<file path="src/rtl/mem_port_arbiter.sv">
// Two-requester arbiter sharing one single-ported memory (fetch + data).
// Optional fetch starvation guard: define ARB_STARVE_GUARD_EN.
module mem_port_arbiter #(
    parameter int ADDR_W       = 8,
    parameter int DATA_W       = 32,
    parameter int STARVE_LIMIT = 3
) (
    input  logic              i_clk,
    input  logic              i_reset,
    input  logic              i_if_req,
    input  logic [ADDR_W-1:0] i_if_addr,
    output logic              o_if_gnt,
    output logic              o_if_rvalid,
    output logic [DATA_W-1:0] o_if_rdata,
    input  logic              i_d_req,
    input  logic              i_d_we,
    input  logic [ADDR_W-1:0] i_d_addr,
    input  logic [DATA_W-1:0] i_d_wdata,
    output logic              o_d_gnt,
    output logic              o_d_rvalid,
    output logic [DATA_W-1:0] o_d_rdata,
    output logic [ADDR_W-1:0] o_mem_addr,
    output logic [DATA_W-1:0] o_mem_wdata,
    output logic              o_mem_read,
    output logic              o_mem_write,
    input  logic [DATA_W-1:0] i_mem_rdata
);

    typedef enum logic [1:0] {
        IDLE,
        RSP_IF,
        RSP_D
    } rsp_state_t;

    rsp_state_t rsp_state;
    logic       force_if;
    logic       if_gnt;
    logic       d_gnt;

`ifdef ARB_STARVE_GUARD_EN
    localparam logic [3:0] LIMIT = 4'(STARVE_LIMIT);

    logic [3:0] starve_cnt;

    // Count data grants that overtook a waiting fetch; saturate at LIMIT.
    always_ff @(posedge i_clk) begin
        if (i_reset) begin
            starve_cnt <= '0;
        end else if (!i_if_req || if_gnt) begin
            starve_cnt <= '0;
        end else if (d_gnt && (starve_cnt != LIMIT)) begin
            starve_cnt <= starve_cnt + 4'd1;
        end
    end

    assign force_if = i_if_req && (starve_cnt == LIMIT);
`else
    logic [3:0] unused_limit;

    assign unused_limit = 4'(STARVE_LIMIT);
    assign force_if     = 1'b0;
`endif

    // Data wins unless the guard forces fetch; nothing granted in reset.
    always_comb begin
        d_gnt  = !i_reset && i_d_req && !force_if;
        if_gnt = !i_reset && i_if_req && !d_gnt;
    end

    assign o_if_gnt = if_gnt;
    assign o_d_gnt  = d_gnt;

    // The granted requester owns the memory port in the same cycle.
    always_comb begin
        o_mem_addr  = '0;
        o_mem_wdata = '0;
        o_mem_read  = 1'b0;
        o_mem_write = 1'b0;
        if (d_gnt) begin
            o_mem_addr  = i_d_addr;
            o_mem_wdata = i_d_wdata;
            o_mem_read  = !i_d_we;
            o_mem_write = i_d_we;
        end else if (if_gnt) begin
            o_mem_addr = i_if_addr;
            o_mem_read = 1'b1;
        end
    end

    // Remember who owns the read data returning next cycle.
    always_ff @(posedge i_clk) begin
        if (i_reset) begin
            rsp_state <= IDLE;
        end else if (if_gnt) begin
            rsp_state <= RSP_IF;
        end else if (d_gnt && !i_d_we) begin
            rsp_state <= RSP_D;
        end else begin
            rsp_state <= IDLE;
        end
    end

    // Route returning data to its owner; the other side sees zero.
    always_comb begin
        o_if_rvalid = !i_reset && (rsp_state == RSP_IF);
        o_d_rvalid  = !i_reset && (rsp_state == RSP_D);
        o_if_rdata  = o_if_rvalid ? i_mem_rdata : '0;
        o_d_rdata   = o_d_rvalid ? i_mem_rdata : '0;
    end

endmodule

</file>
<file path="config.mk">
export PLATFORM = sky130hd
export DESIGN_NAME = mem_port_arbiter
export DESIGN_NICKNAME = d
export VERILOG_FILES = /design/src/rtl/mem_port_arbiter.sv
export SDC_FILE = /design/constraint.sdc
export NUM_CORES = 1
export LEC_CHECK = 0
export ABC_AREA = 1
export BUFFER_PORTS_ARGS = -buffer_cell sky130_fd_sc_hd__buf_2
export CAP_MARGIN = 15
export CORE_AREA = 2 2 75 77
export CTS_BUF_LIST = sky130_fd_sc_hd__clkbuf_4
export DETAILED_ROUTE_END_ITERATION = 7
export DIE_AREA = 0 0 77 79
export RECOVER_POWER = 100
export SLEW_MARGIN = 5
export SYNTH_ARGS = -nofsm -noshare
export SYNTH_HDL_FRONTEND = slang
export SYNTH_SLANG_ARGS = --single-unit
</file>
<file path="constraint.sdc">
create_clock -name i_clk -period 1.15 [get_ports i_clk]
set_input_delay 0.115 -clock i_clk [delete_from_list [all_inputs] [get_ports i_clk]]
set_output_delay 0.115 -clock i_clk [all_outputs]
set_load 0.01 [all_outputs]
</file>
==> results of run 1 <==
[layer usage]
| layer | part of all wire (%) | vias up | track usage [%] | wire length [um] |
|---|---|---|---|---|
| met5 | 0 | - | 0 | 0 |
| met4 | 0.81 | 0 | 1.43 | 41 |
| met3 | 9.9 | 2 | 3.18 | 505 |
| met2 | 52 | 126 | 31.3 | 2620 |
| met1 | 38 | 823 | 15.8 | 1910 |
| li1 | - | 994 | - | - |
[final timing paths]
check  cells past startpoint       endpoint          from  slack [ns]
max                        4  o_d_rdata[27]  rsp_state[0]       -0.12
min                        2   rsp_state[1]        i_d_we        0.07
[logic make-up after synthesis]
logic type             Yosys count  synth area share [%]
buffers and inverters           82                  40.1
AND/OR/NAND/NOR                128                  55.2
flip-flops                       2                  4.19
AO/OA/AOI/OAI                    1                 0.523
[Yosys cell counts]
| cell | instances | share of area (%) |
|---|---|---|
| clkbuf_8 | 3 | 4.3 |
| nor2_2 | 2 | 1.3 |
| inv_2 | 1 | 0.39 |
| nor2_1 | 98 | 38 |
| dfxtp_1 | 2 | 4.2 |
| o21ai_0 | 1 | 0.52 |
| nand3_1 | 8 | 4.2 |
| inv_1 | 71 | 28 |
| nand2_1 | 17 | 6.7 |
| nand3_4 | 1 | 1.8 |
| nand3b_4 | 1 | 2.1 |
| buf_6 | 6 | 7.1 |
| nand2_2 | 1 | 0.65 |
| buf_1 | 1 | 0.39 |
[through the flow]
stage	area [um2]	hold slack (ns)	total power [mW]
global route	2230	0.0708	0.872
global placement	1930	0.307	0.551
detailed placement	1930	0.305	0.556
finish	2230	0.0695	0.787
floorplan	956	0.187	0.309
CTS	2120	0.0600	0.771
[power breakdown]
group          switching, mW  leakage [nW]  internal [mW]  total (mW)
combinational          0.294          1.72          0.256       0.551
clock                 0.0362        0.0138          0.115       0.151
sequential            0.0154        0.0178         0.0705      0.0859
[cell usage in the layout (no fill, tap or decap)]
| master | n |
|---|---|
| dfxtp_4 | 2 |
| buf_6 | 2 |
| nand3b_2 | 1 |
| buf_4 | 5 |
| clkbuf_1 | 2 |
| nand2_2 | 1 |
| nand3_4 | 5 |
| inv_1 | 69 |
| nand3_1 | 8 |
| nor2_1 | 84 |
| buf_12 | 2 |
| inv_2 | 1 |
| nand3b_4 | 4 |
| clkbuf_2 | 16 |
| o21ai_0 | 1 |
| nand2_1 | 17 |
| buf_2 | 174 |
| clkinv_8 | 1 |
| clkbuf_4 | 3 |
| inv_8 | 1 |
| nor2_4 | 3 |
| nor2_2 | 13 |
[final cells by class]
type	count	area share, %
Clock buffer	3	1.01
Inverter	72	13.0
Multi-Input combinational cell	137	32.4
Sequential cell	2	2.13
Tap cell	72	4.03
Timing Repair Buffer	201	47.4
[timing repair]
item | CTS | global route
pin swaps | 0 | 7
endpoints found under the setup margin | 66 | 69
cloned | 8 | 0
hold buffers | 0 | 0
buffers inserted | 0 | 5
resized for setup | 20 | 21
endpoints found under the hold margin | 0 | 0
==> impl_metrics.json, run 1 <==
{
  "crit_type": "register to output port",
  "core_um2": 5340,
  "grt_max_degree": 36,
  "crit_family": "flip-flops",
  "seqCellArea_um2": 47.5,
  "drt_wl_total_mm": 5.08,
  "tightest_slew_ns": 0.532,
  "drc_errors": 0,
  "dr_total_vias": 1945,
  "antenna_found_initial": 0,
  "wire_per_inst_um": 10.4,
  "cp_slowest_stage_delay_ns": 0.40,
  "min_period_over_period_pct": 111,
  "dieArea_um2": 6080,
  "multi_input_area_um2": 724,
  "clockBufferDepth": 2,
  "worst_hold_path_type": "input port to register",
  "clock_sinks": 2,
  "die_w_um": 77,
  "dp.cells": 471,
  "die_y_um": 79,
  "viasPerCell": 3.99,
  "avgSynthCellArea_um2": 4.49,
  "cp_slowest_cell": "dfxtp_4",
  "grt_pass1_wl_mm": 7.57,
  "drt_iter0_drc": 51,
  "arrival_ns": 1.16,
  "crit_path_end_kind": "output port",
  "clk_transition_reported_paths_ns": 0.03,
  "startpoint_type": "register",
  "required_ns": 1.03,
  "powerDensity_nw_per_um2": 353,
  "gr-total-overflow": 0,
  "seq_area_frac_synth_pct": 4.19,
  "fin_crit_ns": 1.27,
  "antenna_left": 0,
  "grt_pass1_vias": 1703,
  "p_leak_nw": 1.75,
  "violations": "negative setup slack",
  "dp_hpwl_mm": 3.32,
  "numCtsBuffers": 3,
  "drv_cap": 0,
  "setup_viol": 74,
  "crit_buf_inv": 2,
  "cp_max_fo": 8,
  "fmax_mhz": 787,
  "largest_register_ffs": 2,
  "fin_util_pct": 41.8,
  "floorplan.initialDensity_pct": 17.9,
  "reg.largest.list": "rsp_state: 2 flops",
  "worst_slack_ns": -0.121,
  "ys_seq_elements": 2,
  "synth_area_um2": 956,
  "final_hold_viol_count": 0,
  "ys_warn_count": 0,
  "layoutNonFillerInstCount": 487,
  "nFillCells": 596,
  "cts-htree-levels": 1,
  "n_antenna_cell": 0,
  "finalSetupTns_ns": -6.32,
  "io_buffers": 194,
  "slew_headroom_pct": 64.4,
  "synth.distinct_cells": 14,
  "largest-register": "rsp_state",
  "grt_setup_unrepaired": "true",
  "core.rowCount": 27,
  "drt_pass1_iterations": 4,
  "ioPinCount": 195,
  "irDropWorstVdd_mv": 0.322,
  "gp_congestion": 0.708,
  "dp_slack_ns": -0.0423,
  "fin_nets": 502,
  "status": "finished with violations",
  "worstPathCellList": "inv_8 -> nand3_4 -> nor2_1 -> buf_2",
  "maxSlewViolCount": 0,
  "drive_gt1_share_pct": 56.4,
  "cts_tree": "built",
  "grtUsageTotal_pct": 15.0,
  "root_buffer": "clkbuf_4",
  "area_delta_synth_final_pct": 134,
  "syn_inst": 213,
  "syn_nets": 298
}
(Power assumes the default switching activity.)
==> run 2, diff against run 1 <==
==> constraint.sdc (replaced) <==
create_clock -name i_clk -period 1.15 [get_ports i_clk]
set_input_delay 0.115 -clock i_clk [delete_from_list [all_inputs] [get_ports i_clk]]
set_output_delay 0.115 -clock i_clk [all_outputs]
set_load 0.02 [all_outputs]
==> run 2 against run 1 <==
  * Utilization is 4.7 points higher
  * Design area is 11% higher
  * Largest cell class unchanged
  * The flow still finishes with violations (negative setup slack)
  * Power is 13% higher
  * Critical path type unchanged
  * Clock power is 4% higher
  * Sequential share of layout area is 0.21 points lower
==> impl_metrics.json, run 2 (synthesis gave the netlist of run 1 again) <==
{
  "required_ns": 1.03,
  "drive_gt1_share_pct": 63.5,
  "fin_crit_ns": 1.33,
  "drt_pass1_iterations": 4,
  "ioPinCount": 195,
  "slew_headroom_pct": 78.4,
  "drv_cap": 0,
  "drc_errors": 0,
  "cp_max_fo": 15,
  "dp_hpwl_mm": 3.33,
  "finalSetupTns_ns": -9.40,
  "fin_util_pct": 46.5,
  "irDropWorstVdd_mv": 0.463,
  "final_cell_mix": "buf_2, inv_1, nor2_1",
  "min_period_over_period_pct": 116,
  "die_y_um": 79,
  "cp_slowest_cell": "dfxtp_4",
  "p_leak_nw": 1.78,
  "grt_pass1_vias": 1704,
  "viasPerCell": 3.89,
  "violations": "negative setup slack",
  "worstPathCellList": "inv_4 -> nand3_4 -> buf_16 -> nor2_2 -> buf_6",
  "clk_transition_reported_paths_ns": 0.03,
  "status": "finished with violations",
  "final_common_cell": "buf_2",
  "worst_hold_path_type": "input port to register",
  "crit_family": "buffers and inverters",
  "fin_nets": 498,
  "largest_register_ffs": 2,
  "dieArea_um2": 6080,
  "antenna_left": 0,
  "numCtsBuffers": 3,
  "startpoint_type": "register",
  "final_hold_viol_count": 0,
  "crit_buf_inv": 3,
  "grt_setup_unrepaired": "true",
  "cts_tree": "built",
  "n_antenna_cell": 0,
  "largest-register": "rsp_state",
  "setup_viol": 66,
  "fmax_mhz": 752,
  "arrival_ns": 1.22,
  "powerDensity_nw_per_um2": 359,
  "dr_total_vias": 1878,
  "grt_max_degree": 35,
  "reg.largest.list": "rsp_state: 2 flops",
  "maxSlewViolCount": 0,
  "cts-htree-levels": 1,
  "drt_iter0_drc": 33,
  "layoutNonFillerInstCount": 483,
  "core.rowCount": 27,
  "wire_per_inst_um": 10.4,
  "grtUsageTotal_pct": 13.8,
  "root_buffer": "clkbuf_4",
  "worst_slack_ns": -0.180,
  "die_w_um": 77,
  "gr-total-overflow": 0,
  "crit_type": "register to output port",
  "io_buffers": 194,
  "tightest_slew_ns": 0.324,
  "cp_slowest_stage_delay_ns": 0.36,
  "clock_sinks": 2,
  "crit_path_end_kind": "output port",
  "grt_pass1_wl_mm": 7.07,
  "antenna_found_initial": 0,
  "clockBufferDepth": 2,
  "core_um2": 5340,
  "dp.cells": 472,
  "floorplan.initialDensity_pct": 17.9,
  "gp_congestion": 0.703,
  "area_delta_synth_final_pct": 160,
  "nFillCells": 556,
  "drt_wl_total_mm": 5.00
}
-- run 2: layer usage --
metal	wire [um]	vias up	GRT usage, %	part of all wire (%)
li1	-	973	-	-
met5	0	-	0	0
met1	1780	788	12.4	36
met2	2700	115	30.4	54
met3	507	2	4.09	10
met4	16	0	1.96	0.32
-- run 2: path summary, 6_finish.rpt --
check | from | end | slack [ns] | cells past startpoint
setup / recovery | rsp_state[0] | o_d_rdata[19] | -0.18 | 5
hold / removal | i_d_we | rsp_state[1] | 0.06 | 2
-- run 2: layout make-up --
type                            instances  area [um2]  area share [%]
Tap cell                               72        90.1            3.63
Clock buffer                            3        22.5           0.907
Multi-Input combinational cell        132         716            28.8
Timing Repair Buffer                  202        1330            53.6
Inverter                               72         275            11.1
Sequential cell                         2        47.5            1.92
-- run 2: per-stage QoR --
step / power [mW] / worst slack [ns] / hold WS (ns) / cell area (um2)
after floorplan: 0.390 / 0.0972 / 0.187 / 956
after global placement: 0.635 / -0.0709 / 0.310 / 1950
after detailed placement: 0.639 / -0.0887 / 0.304 / 1950
after CTS: 0.866 / -0.213 / 0.0570 / 2300
after global routing: 0.969 / -0.249 / 0.0717 / 2480
final: 0.891 / -0.180 / 0.0644 / 2480
-- run 2: timing repair --
item                                    CTS  global route
pin swaps                                 0             1
setup buffers                             1             3
gates resized for setup                 109            41
hold buffers                              0             0
endpoints found under the setup margin   64            66
cloned                                    2             2
-- run 2: report_power, final --
| part | total (mW) | internal (mW) | switching (mW) |
|---|---|---|---|
| clock network | 0.157 | 0.115 | 0.0417 |
| logic | 0.657 | 0.279 | 0.378 |
| registers | 0.0770 | 0.0703 | 0.00666 |
